## src/rtl/road_sensor_conditioner.sv

```systemverilog
// Vehicle-loop sensor conditioner: synchronizes and debounces the raw loop level,
// counts arrivals, and latches a service request toward the traffic light controller.
module road_sensor_conditioner #(
    parameter int DEBOUNCE_CYCLES = 10000
) (
    input  logic       clk,
    input  logic       reset_n,
    input  logic       sensorRaw,
    input  logic [2:0] secondaryRoadLight_RYG,
    output logic       secondaryRoadSensor,
    output logic       sensorClean,
    output logic [7:0] vehicleCount
);

    localparam int CNT_W = $clog2(DEBOUNCE_CYCLES);
    localparam logic [CNT_W-1:0] CNT_LAST = CNT_W'(DEBOUNCE_CYCLES - 1);

    // state     | meaning
    // IDLE      | no vehicle waiting
    // REQUEST   | vehicle seen, service requested until green is granted
    // SERVING   | secondary road is green
    typedef enum logic [1:0] {
        IDLE    = 2'd0,
        REQUEST = 2'd1,
        SERVING = 2'd2
    } state_t;

    logic             sync1_q, sync2_q;
    logic [CNT_W-1:0] cnt_q, cnt_d;
    logic             clean_q, clean_d;
    logic [7:0]       count_q, count_d;
    state_t           state_q;
    logic             req_q;
    logic             green;

    assign green = (secondaryRoadLight_RYG == 3'b001);

    always_comb begin
        cnt_d   = cnt_q;
        clean_d = clean_q;
        count_d = count_q;
        if (sync2_q == clean_q) begin
            cnt_d = '0;
        end else if (cnt_q == CNT_LAST) begin
            cnt_d   = '0;
            clean_d = sync2_q;
            if (sync2_q && (count_q != 8'hFF)) begin
                count_d = count_q + 8'd1;
            end
        end else begin
            cnt_d = cnt_q + CNT_W'(1);
        end
    end

    always_ff @(posedge clk) begin
        if (!reset_n) begin
            sync1_q <= 1'b0;
            sync2_q <= 1'b0;
            cnt_q   <= '0;
            clean_q <= 1'b0;
            count_q <= 8'd0;
        end else begin
            sync1_q <= sensorRaw;
            sync2_q <= sync1_q;
            cnt_q   <= cnt_d;
            clean_q <= clean_d;
            count_q <= count_d;
        end
    end

    // The request output is registered alongside the state so it equals (state == REQUEST).
    always_ff @(posedge clk) begin
        if (!reset_n) begin
            state_q <= IDLE;
            req_q   <= 1'b0;
        end else begin
            case (state_q)
                IDLE: begin
                    if (clean_q && green) begin
                        state_q <= SERVING;
                        req_q   <= 1'b0;
                    end else if (clean_q) begin
                        state_q <= REQUEST;
                        req_q   <= 1'b1;
                    end
                end
                REQUEST: begin
                    if (green) begin
                        state_q <= SERVING;
                        req_q   <= 1'b0;
                    end
                end
                SERVING: begin
                    if (!green && clean_q) begin
                        state_q <= REQUEST;
                        req_q   <= 1'b1;
                    end else if (!green) begin
                        state_q <= IDLE;
                        req_q   <= 1'b0;
                    end
                end
                default: begin
                    state_q <= IDLE;
                    req_q   <= 1'b0;
                end
            endcase
        end
    end

    assign secondaryRoadSensor = req_q;
    assign sensorClean         = clean_q;
    assign vehicleCount        = count_q;

endmodule

```

## config.mk

```make
export PLATFORM = sky130hd
export DESIGN_NAME = road_sensor_conditioner
export DESIGN_NICKNAME = d
export VERILOG_FILES = /design/src/rtl/road_sensor_conditioner.sv
export SDC_FILE = /design/constraint.sdc
export NUM_CORES = 1
export LEC_CHECK = 0
export ABC_CLOCK_PERIOD_IN_PS = 2050
export CAP_MARGIN = 30
export CORE_ASPECT_RATIO = 0.8
export CORE_MARGIN = 2
export CORE_UTILIZATION = 53
export DETAILED_ROUTE_END_ITERATION = 7
export PLACE_DENSITY_LB_ADDON = 0.1
export SLEW_MARGIN = 10
export SYNTH_ARGS = -nofsm -noshare
export SYNTH_HDL_FRONTEND = slang
export SYNTH_SLANG_ARGS = --single-unit
export TNS_END_PERCENT = 30
```

## constraint.sdc

```tcl
create_clock -name clk -period 2.05 [get_ports clk]
set_input_delay 0.41 -clock clk [delete_from_list [all_inputs] [get_ports clk]]
set_output_delay 0.41 -clock clk [all_outputs]
set_load 0.05 [all_outputs]
```

==> impl_results.md <==
* Crit-path slowest cell: clkdlybuf4s50_1
* HP Class: reg -> reg
* Hold Buf Count CTS at 0
* Worst EP required at approximately 1.6 ns
* Cells after DPL at between 150 and 200
* Root Buffer: clkbuf_4
* Synth Instances at 140
* Worst Reg-to-Reg Cells at 6
* Clock Skew at 0.00307 ns
* Dpl hpwl at ~1.7 mm
* Crit path largest cell delay at a little over 0.8 ns
* Sequential-to-total area share from yosys stat at 43.5%
* GR Overflow Total at 0
* Synth Area in Compound Gates at 7.39%
* Final critical-path required period at 1.98 ns
* Most frequent cell after synthesis: dfxtp_1
* DRT antenna net count at 0
* CP Class: reg -> out
* Part of the cycle the worst path needs at 96.7%
* Ports at 16
* Routed wire per std cell at 12.3 um
* Clk slew on worst S/H paths at around 0.14 ns
* Reg-to-Reg Start: cnt_q[0]
* Cell Count, Final, Fillers Out at 184
* Clk buf depth at 2
* MaxCap Viol Count at 0
* Post-Synth Adder-Cell Area at 1.94%
* R2r setup slk at 0.12 ns
* Number of flops mapped to enable cells by yosys at 0
* Hold Path Stages at 1
* Fin nets at 168
* Seq cells post-synth at 28
* # fillers at 192
* Post-synthesis mux area share at approximately 3.1%
* Status: completed
* Unrepaired setup endpoints after global routing: no
* TritonCTS clock tree: built
* Post-Synth Simple-Gate Area at a little under a third
* Asr flop ratio synth at 0%
* FMAX at 505 MHz
* Synth area leaders: dfxtp_1 44%, xor2_1 6.8%, nor2_1 5.5%
* Chip Width at 59.1 um
* Setup Buffers After CTS at 0
* Xor and xnor area share after synthesis at 8.84%
* 1st-pass router iterations at 4
* Crit end category: primary output
* Std cell rows at 15
* Setup TNS at 0 ns
* Yosys top cell by area: dfxtp_1
* P per Cell Area at 557 nW/um^2
* YS warnings at 0
* Final number of setup-violating endpoints at 0
* First-pass GRT wire length at 3.58 mm
* H-tree depth at 1
* Share of layout cells above drive strength 1 at 11.3%
* Crit-path cells: clkdlybuf4s50_1
* WP buf/inv at 1
* Synth top area share at 43.5%
* CTS Sinks at 28
* Total CTS buffers at 3
* Starting density of the core at 57.6%
* Pins Over Slew Limit at 0
* Endpoints failing hold at 0
* Worst Hold Path EP: sync2_q
* Ys flop type: dfxtp_1
* Main combinational cell family by area after synthesis: simple AND/OR/NAND/NOR gates
* Hold Startpoint: sync1_q
* Slew HR at 66.5%
* Final wirelength at 2.27 mm
* Mapped cell area at 1290 um^2
* CP max FO at 5
* Avg Cell Area, Syn at between 9 and 10 um^2
* Core ar. at approximately 2200 um^2
* Synth-to-Final Area Change at 18.0%
* Vias per Instance at 5.42
* Commonest cells post-synth: 28 x dfxtp_1, 19 x nor2_1, 10 x xor2_1
* Via count at 998
* Capturing point of the worst reg2reg path: vehicleCount[3]
* CP arrival at 1.57 ns
* Worst path top cell family by delay: buffers and inverters
* Number of global-route vias before repair at 795
* Initial antenna violation count at 0
* DRC Markers at 0
* DRT iter0 DRCs at 25
* Worst-Margin Slew at about 0.50 ns
* Die height at 48.1 um
* Largest net degree at the start of global routing at 16
* Total Routing Usage GR at between 15 and 20%
* CP startpoint kind: register
* Max VDD drop at 438 uV
* Synth unique cells at 32
* Mapped Nets at 148
* Die Area at around 2800 um^2
* I/O Buffers at 15
* Routability Congestion at just over 0.7
* Latest clock arrival within the worst-skew pair at 0.32 ns
* Leakage power at 0.576 nW
* Antenna cells at 0
-- layout make-up --
class                   instances  area, um^2  share of cell area, %
multi-input cells             102         682                   44.9
flip-flops and latches         28         561                   36.9
repair buffers                 20         190                   12.5
clock buffers                   4        36.3                   2.39
well taps                      25        31.3                   2.06
inverters                       5        18.8                   1.24
-- cells by family (layout without fill, tap and decap cells) --
group | Yosys count | after routing
AO/OA/AOI/OAI | 16 | 16
XOR/XNOR | 13 | 13
buffers and inverters | 10 | 29
multiplexers | 4 | 4
adder cells (fa/ha/maj) | 2 | 2
flip-flops | 28 | 28
AND/OR/NAND/NOR | 67 | 67
-- cells in the final DEF (no fill, tap or decap) --
master,synthesis,layout
or3_2,1,1
nor2b_1,5,5
nor4b_4,1,1
nand3_1,8,8
nor4_2,3,3
and4_4,0,1
buf_4,0,5
ha_1,2,2
nor3b_1,1,1
nand2_1,7,7
a21oi_1,7,7
or3_1,1,1
nand4_1,6,6
nor2_1,19,19
xnor2_1,3,3
nand2b_1,2,2
dlymetal6s2s_1,0,2
o21ai_0,4,4
nand4_2,1,1
dfxtp_1,28,28
or4_1,3,3
o21bai_1,1,1
and2_1,3,3
clkbuf_4,0,3
and4_2,1,1
inv_1,5,5
and4_1,3,2
o211a_1,1,1
or3b_2,1,1
xor2_1,10,10
o31ai_1,3,3
nor3_1,1,1
clkbuf_8,0,1
clkdlybuf4s50_1,0,11
mux2i_1,4,4
dlygate4sd2_1,0,2
-- stage by stage --
stage | hold slack [ns] | area [um^2] | setup slack [ns] | util [%] | power [mW]
5_1_grt | 0.482 | 1520 | 0.00289 | 68.0 | 0.877
6_report | 0.459 | 1520 | 0.0683 | 68.0 | 0.846
4_1_cts | 0.466 | 1510 | 0.0126 | 67.7 | 0.858
3_3_place_gp | 0.416 | 1480 | 0.217 | 66.2 | 0.594
2_1_floorplan | 0.412 | 1290 | 0.245 | - | 0.577
3_5_place_dp | 0.432 | 1480 | 0.119 | 66.2 | 0.595
-- flip-flops by register name (all words and copies together) (netlist names) --
name and flops:
vehicleCount 8, sync2_q 1, cnt_q 14, sync1_q 1, state_q 2, sensorClean 1, secondaryRoadSensor 1
-- per-layer routing --
| metal | wire length [um] | GRT usage, % |
|---|---|---|
| met1 | 1170 | 23.4 |
| met3 | 61 | 4.86 |
| met2 | 1030 | 27.3 |
| met4 | 14 | 5.45 |
| met5 | 0 | 0 |
-- worst max-delay path by stage --
stage | start | endpoint | depth (start not counted)
2_1_floorplan | vehicleCount[0] | vehicleCount[1] | 6
3_3_place_gp | cnt_q[0] | vehicleCount[4] | 6
3_5_place_dp | cnt_q[0] | vehicleCount[3] | 6
4_1_cts | vehicleCount[3] | vehicleCount[3] | 1
5_1_grt | vehicleCount[0] | vehicleCount[0] | 1
6_report | vehicleCount[0] | vehicleCount[0] | 1
-- timing repair --
item / in CTS / in global routing
setup endpoints to repair: 2 / 3
gates cloned: 0 / 0
hold endpoints to repair: 0 / 0
resized for setup: 2 / 3
-- power by group --
part	internal (mW)	total (mW)	switching [mW]	leakage, nW
clock network	0.109	0.263	0.154	0.0210
logic	0.0174	0.0344	0.0169	0.329
registers	0.547	0.549	0.00154	0.226
No activity file was read; power rests on OpenSTA's default activity.
